==> src/rtl/map_mem_arbiter_if.sv <==
// Bus bundle for map_mem_arbiter: CPU (prg) and PPU (chr) request channels plus the
// shared memory command/response port.
interface map_mem_arbiter_if #(
  parameter int unsigned ADDR_BITS = 24
);
  logic                 prg_req;
  logic                 prg_we;
  logic [ADDR_BITS-1:0] prg_addr;
  logic [7:0]           prg_wdata;
  logic                 prg_ack;
  logic [7:0]           prg_rdata;

  logic                 chr_req;
  logic                 chr_we;
  logic [ADDR_BITS-1:0] chr_addr;
  logic [7:0]           chr_wdata;
  logic                 chr_ack;
  logic [7:0]           chr_rdata;

  logic                 mem_req;
  logic                 mem_we;
  logic [ADDR_BITS-1:0] mem_addr;
  logic [7:0]           mem_wdata;
  logic                 mem_ready;
  logic                 mem_done;
  logic [7:0]           mem_rdata;

  modport arb (
    input  prg_req, prg_we, prg_addr, prg_wdata,
    output prg_ack, prg_rdata,
    input  chr_req, chr_we, chr_addr, chr_wdata,
    output chr_ack, chr_rdata,
    output mem_req, mem_we, mem_addr, mem_wdata,
    input  mem_ready, mem_done, mem_rdata
  );

  modport host (
    output prg_req, prg_we, prg_addr, prg_wdata,
    input  prg_ack, prg_rdata,
    output chr_req, chr_we, chr_addr, chr_wdata,
    input  chr_ack, chr_rdata,
    input  mem_req, mem_we, mem_addr, mem_wdata,
    output mem_ready, mem_done, mem_rdata
  );
endinterface

==> src/rtl/map_mem_arbiter.sv <==
// Two-channel (prg/chr) arbiter onto one byte-wide memory port, one transaction at a time.
// Define ARB_ROUND_ROBIN_EN for alternating grants on contention; default is fixed CHR priority.
module map_mem_arbiter #(
  parameter int unsigned ADDR_BITS = 24
) (
  input  logic             clk,
  input  logic             reset_n,
  map_mem_arbiter_if.arb   bus,
  output logic             busy
);

  typedef enum logic [1:0] {IDLE, ISSUE, WAIT, ACK} state_t;
  typedef enum logic {CH_PRG, CH_CHR} chan_t;

  state_t               state, state_d;
  chan_t                grant, grant_d;
  logic                 mem_we_q;
  logic [ADDR_BITS-1:0] mem_addr_q;
  logic [7:0]           mem_wdata_q;
  logic [7:0]           prg_rdata_q;
  logic [7:0]           chr_rdata_q;
`ifdef ARB_ROUND_ROBIN_EN
  chan_t                last_grant;
`endif

  always_comb begin
    state_d = state;
    grant_d = grant;
    case (state)
      IDLE: begin
        if (bus.prg_req || bus.chr_req) begin
          state_d = ISSUE;
          if (bus.prg_req && bus.chr_req) begin
`ifdef ARB_ROUND_ROBIN_EN
            grant_d = (last_grant == CH_PRG) ? CH_CHR : CH_PRG;
`else
            grant_d = CH_CHR;
`endif
          end else begin
            grant_d = bus.prg_req ? CH_PRG : CH_CHR;
          end
        end
      end
      ISSUE:   if (bus.mem_ready) state_d = WAIT;
      WAIT:    if (bus.mem_done)  state_d = ACK;
      ACK:     state_d = IDLE;
      default: state_d = IDLE;
    endcase
  end

  always_ff @(posedge clk or negedge reset_n) begin
    if (!reset_n) begin
      state <= IDLE;
      grant <= CH_CHR;
    end else begin
      state <= state_d;
      grant <= grant_d;
    end
  end

  // Command fields latch only on the IDLE->ISSUE edge, so they stay frozen through backpressure.
  always_ff @(posedge clk or negedge reset_n) begin
    if (!reset_n) begin
      mem_we_q    <= 1'b0;
      mem_addr_q  <= '0;
      mem_wdata_q <= '0;
      prg_rdata_q <= '0;
      chr_rdata_q <= '0;
`ifdef ARB_ROUND_ROBIN_EN
      last_grant  <= CH_CHR;
`endif
    end else begin
      if (state == IDLE && state_d == ISSUE) begin
        if (grant_d == CH_PRG) begin
          mem_we_q    <= bus.prg_we;
          mem_addr_q  <= bus.prg_addr;
          mem_wdata_q <= bus.prg_wdata;
        end else begin
          mem_we_q    <= bus.chr_we;
          mem_addr_q  <= bus.chr_addr;
          mem_wdata_q <= bus.chr_wdata;
        end
`ifdef ARB_ROUND_ROBIN_EN
        last_grant <= grant_d;
`endif
      end
      if (state == WAIT && bus.mem_done && !mem_we_q) begin
        if (grant == CH_PRG) prg_rdata_q <= bus.mem_rdata;
        else                 chr_rdata_q <= bus.mem_rdata;
      end
    end
  end

  assign bus.mem_req   = (state == ISSUE);
  assign bus.mem_we    = mem_we_q;
  assign bus.mem_addr  = mem_addr_q;
  assign bus.mem_wdata = mem_wdata_q;
  assign bus.prg_ack   = (state == ACK) && (grant == CH_PRG);
  assign bus.chr_ack   = (state == ACK) && (grant == CH_CHR);
  assign bus.prg_rdata = prg_rdata_q;
  assign bus.chr_rdata = chr_rdata_q;
  assign busy          = (state != IDLE);

endmodule

==> src/flat_wrapper.sv <==
// flat-port wrapper written by rule: the top's interface ports become plain ports
module map_mem_arbiter_flat 
#(
  parameter int unsigned ADDR_BITS = 24
)
  (clk, reset_n, busy, bus_prg_req, bus_prg_we, bus_prg_addr, bus_prg_wdata, bus_prg_ack, bus_prg_rdata, bus_chr_req, bus_chr_we, bus_chr_addr, bus_chr_wdata, bus_chr_ack, bus_chr_rdata, bus_mem_req, bus_mem_we, bus_mem_addr, bus_mem_wdata, bus_mem_ready, bus_mem_done, bus_mem_rdata);
  map_mem_arbiter_if #(.ADDR_BITS(ADDR_BITS)) bus_i ();
  input  logic clk;
  input  logic reset_n;
  output logic busy;
  input wire logic [$bits(bus_i.prg_req)-1:0] bus_prg_req;
  input wire logic [$bits(bus_i.prg_we)-1:0] bus_prg_we;
  input wire logic [$bits(bus_i.prg_addr)-1:0] bus_prg_addr;
  input wire logic [$bits(bus_i.prg_wdata)-1:0] bus_prg_wdata;
  output wire logic [$bits(bus_i.prg_ack)-1:0] bus_prg_ack;
  output wire logic [$bits(bus_i.prg_rdata)-1:0] bus_prg_rdata;
  input wire logic [$bits(bus_i.chr_req)-1:0] bus_chr_req;
  input wire logic [$bits(bus_i.chr_we)-1:0] bus_chr_we;
  input wire logic [$bits(bus_i.chr_addr)-1:0] bus_chr_addr;
  input wire logic [$bits(bus_i.chr_wdata)-1:0] bus_chr_wdata;
  output wire logic [$bits(bus_i.chr_ack)-1:0] bus_chr_ack;
  output wire logic [$bits(bus_i.chr_rdata)-1:0] bus_chr_rdata;
  output wire logic [$bits(bus_i.mem_req)-1:0] bus_mem_req;
  output wire logic [$bits(bus_i.mem_we)-1:0] bus_mem_we;
  output wire logic [$bits(bus_i.mem_addr)-1:0] bus_mem_addr;
  output wire logic [$bits(bus_i.mem_wdata)-1:0] bus_mem_wdata;
  input wire logic [$bits(bus_i.mem_ready)-1:0] bus_mem_ready;
  input wire logic [$bits(bus_i.mem_done)-1:0] bus_mem_done;
  input wire logic [$bits(bus_i.mem_rdata)-1:0] bus_mem_rdata;
  assign bus_i.prg_req = bus_prg_req;
  assign bus_i.prg_we = bus_prg_we;
  assign bus_i.prg_addr = bus_prg_addr;
  assign bus_i.prg_wdata = bus_prg_wdata;
  assign bus_prg_ack = bus_i.prg_ack;
  assign bus_prg_rdata = bus_i.prg_rdata;
  assign bus_i.chr_req = bus_chr_req;
  assign bus_i.chr_we = bus_chr_we;
  assign bus_i.chr_addr = bus_chr_addr;
  assign bus_i.chr_wdata = bus_chr_wdata;
  assign bus_chr_ack = bus_i.chr_ack;
  assign bus_chr_rdata = bus_i.chr_rdata;
  assign bus_mem_req = bus_i.mem_req;
  assign bus_mem_we = bus_i.mem_we;
  assign bus_mem_addr = bus_i.mem_addr;
  assign bus_mem_wdata = bus_i.mem_wdata;
  assign bus_i.mem_ready = bus_mem_ready;
  assign bus_i.mem_done = bus_mem_done;
  assign bus_i.mem_rdata = bus_mem_rdata;
  map_mem_arbiter #(.ADDR_BITS(ADDR_BITS)) u_core (.clk(clk), .reset_n(reset_n), .bus(bus_i), .busy(busy));
endmodule
==> config.mk <==
export PLATFORM = sky130hd
export DESIGN_NAME = map_mem_arbiter_flat
export DESIGN_NICKNAME = d
export VERILOG_FILES = /design/src/rtl/map_mem_arbiter_if.sv /design/src/rtl/map_mem_arbiter.sv /design/src/flat_wrapper.sv
export SDC_FILE = /design/constraint.sdc
export NUM_CORES = 1
export LEC_CHECK = 0
export ABC_AREA = 1
export BUFFER_PORTS_ARGS = -buffer_cell sky130_fd_sc_hd__buf_2
export CORE_UTILIZATION = 36
export CTS_BUF_LIST = sky130_fd_sc_hd__clkbuf_2 sky130_fd_sc_hd__clkbuf_4 sky130_fd_sc_hd__clkbuf_8
export DETAILED_ROUTE_END_ITERATION = 10
export GPL_TIMING_DRIVEN = 0
export HOLD_SLACK_MARGIN = 0.03
export PLACE_DENSITY = 0.68
export SYNTH_ARGS = -nofsm -noshare
export SYNTH_HDL_FRONTEND = slang
export SYNTH_SLANG_ARGS = --single-unit
==> constraint.sdc <==
create_clock -name clk -period 1.5 [get_ports clk]
set_input_delay 0.225 -clock clk [delete_from_list [all_inputs] [get_ports clk]]
set_output_delay 0.225 -clock clk [all_outputs]
set_load 0.01 [all_outputs]
==> out/metrics.cfg <==
[critical_path]
reg2reg_slack_ns=0.10
cp.depth=3
crit_fanout=4
path_cells=inv_2 -> nor2_2 -> buf_2
rr_endpoint=u_core.bus.mem_addr[23]
reg2reg_depth=7
arrival_ns=1.21
path_buf_inv=2
reg2reg_from=u_core.state[0]
crit_required_ns=1.27
max_stage_delay_ns=0.63
crit_type=flip-flop to output pin
endpoint_kind=output pin
crit_family=flip-flops
slowest_stage=dfstp_2
worst_setup_path_start_kind=flip-flop

[power]
p_per_area_mw_per_mm2=1980
ir_drop_mv=0.683
leakagePower_nw=2.32

[global_route]
grt_pass1_wl_mm=11.0
overflow=0
antenna_found_initial=0
grt_pass1_vias=2404
grt_max_degree=53
grt.total_usage_pct=18.2

[cells_and_area]
final_cell_mix=buf_2, nand2_1, inv_1
nets=591
final_area_mm2=0.00374
layoutNonFillerInstCount=611
drive_gt1_share_pct=37.9
final_util_pct=51.3
final_common_cell=buf_2
area_delta_synth_final_pct=37.2
antennaDiodeCount=0
n_fill_cell=767

[yosys]
yosysWarnings=0
synthesis.area_mm2=0.00272
synth_area_leaders=dfrtp_1, nand2_1, nand3_1
synth_nets=444
ys_types=19
yosys.area.top_type=dfrtp_1
synthesis.instances=364
yosysTopAreaCellShare_pct=46.9
avgSynthCellArea_um2=7.48
ys_seq_elements=52
synth.yosys.seq_area_share_pct=47.8

[clocking]
ctsHoldBuffers=0
cts_tree=built
cts-root-buf=clkbuf_8
clkSinkCount=52
h-tree-depth=2
path_clk_slew_ns=0.10
cts_max_path_buffers=2
cts-buffers-inserted=5
clock_latency_ns=0.31

[route]
routed-via-count=2695
wl_per_cell_um=11.5
drc=0
dr.pass1.iters=4
antenna_left=0
drt_iter0_drc=127
routed_wirelength_mm=7.05
viasPerCell=4.41

[timing]
tightestPinTransition_ns=1.19
finClkSkew_ns=0.00719
final-setup-viol-count=0
fin_crit_ns=1.44
maxSlewViolCount=0
grt_setup_unrepaired=yes
finalCritPeriodShare_pct=95.9
tns_ns=0
fmax_ghz=0.695
slew_headroom_pct=20.6
hold_viol_final=0
whs_ns=0.131

[placed_design]
port_buffers=132
placed_cell_area_mm2=0.00351
routabilityCongestion=0.699
dp_hpwl_mm=5.05
dp.cells=595

[run_status]
status=completed

[floorplanning]
num_rows=31
initial_core_util_pct=37.4
die_area_mm2=0.00792
die_y_um=89.0
boundaryPins=133
die_w_um=89.0
core_region_area_mm2=0.00729

[worst_hold_path]
hp-class=primary input to asynchronous set/reset pin

[run]
max_cap_viol_count=0

[metrics by stage]
step | total power (W) | setup WS [ns]
2_1_floorplan | 0.00485 | 0.206
3_3_place_gp | 0.00614 | -0.0402
3_5_place_dp | 0.00623 | -0.0620
4_1_cts | 0.00720 | 0.0151
5_1_grt | 0.00811 | -0.0163
6_report | 0.00740 | 0.0615
[synthesized netlist by cell type, drive strengths merged]
master / count
dfrtp: 51
nand3: 68
nor3: 1
clkbuf: 5
dfstp: 1
o311ai: 1
inv: 80
buf: 12
o21ai: 17
nor2: 7
nand2: 121
[where the power goes]
part           internal [W]  leakage, nW  switching, W
Clock              0.000344       0.0463      0.000518
Combinational       0.00169         1.64       0.00231
Sequential          0.00211        0.637      0.000433
Total               0.00415         2.32       0.00326
[worst register-to-register path: stages, from the launching register on]
cell	delay, ns
dfrtp_2	0.48
nor2_4	0.21
nand2_4	0.09
nand2_8	0.12
buf_2	0.18
nand3_1	0.08
nand3_1	0.08
nand2_1	0.05
[state kept, by name, indices dropped and copies added, names as in the netlist]
name,cells
u_core.bus.mem_addr,24
u_core.bus.chr_rdata,8
u_core.bus.mem_wdata,8
u_core.bus.prg_rdata,8
u_core.state,2
u_core.bus.mem_we,1
u_core.grant,1
[metal layers]
metal / track usage, % / share of wire, %
met5: 0 / 0
met3: 3.69 / 5.2
met1: 24.3 / 45
met4: 4.33 / 0.89
met2: 30.5 / 49
[final cells by class]
class	count	area (um^2)	share of cell area, %
buffer	17	143	3.82
clock buffer	5	68.8	1.84
clock inverter	3	27.5	0.737
inverter	80	300	8.03
multi-input combinational	215	1050	28.1
sequential	52	1310	34.9
tap	99	124	3.31
timing repair buffer	140	718	19.2
[cells by family after synthesis]
logic type | after synthesis | synth area share (%)
AO/OA/AOI/OAI | 18 | 5.10
buffers and inverters | 97 | 15.1
flip-flops | 52 | 47.8
AND/OR/NAND/NOR | 197 | 32.0
[worst max-delay path by stage]
stage	end	start	slack, ns
final	bus_chr_ack	u_core.grant	0.06
after CTS	u_core.bus.mem_wdata[2]	u_core.state[1]	0.02
after detailed placement	u_core.bus.mem_wdata[6]	u_core.state[1]	-0.06
after global routing	busy	u_core.state[0]	-0.02
after global placement	u_core.bus.mem_we	u_core.state[1]	-0.04
after floorplan	u_core.bus.mem_addr[0]	u_core.state[1]	0.21
[repair_timing]
action	4_1_cts	5_1_grt
setup buffers	3	4
pin swaps	1	7
endpoints found under the setup margin	31	39
resized for setup	3	28
cloned	0	1
No activity file was read; power rests on OpenSTA's default activity.
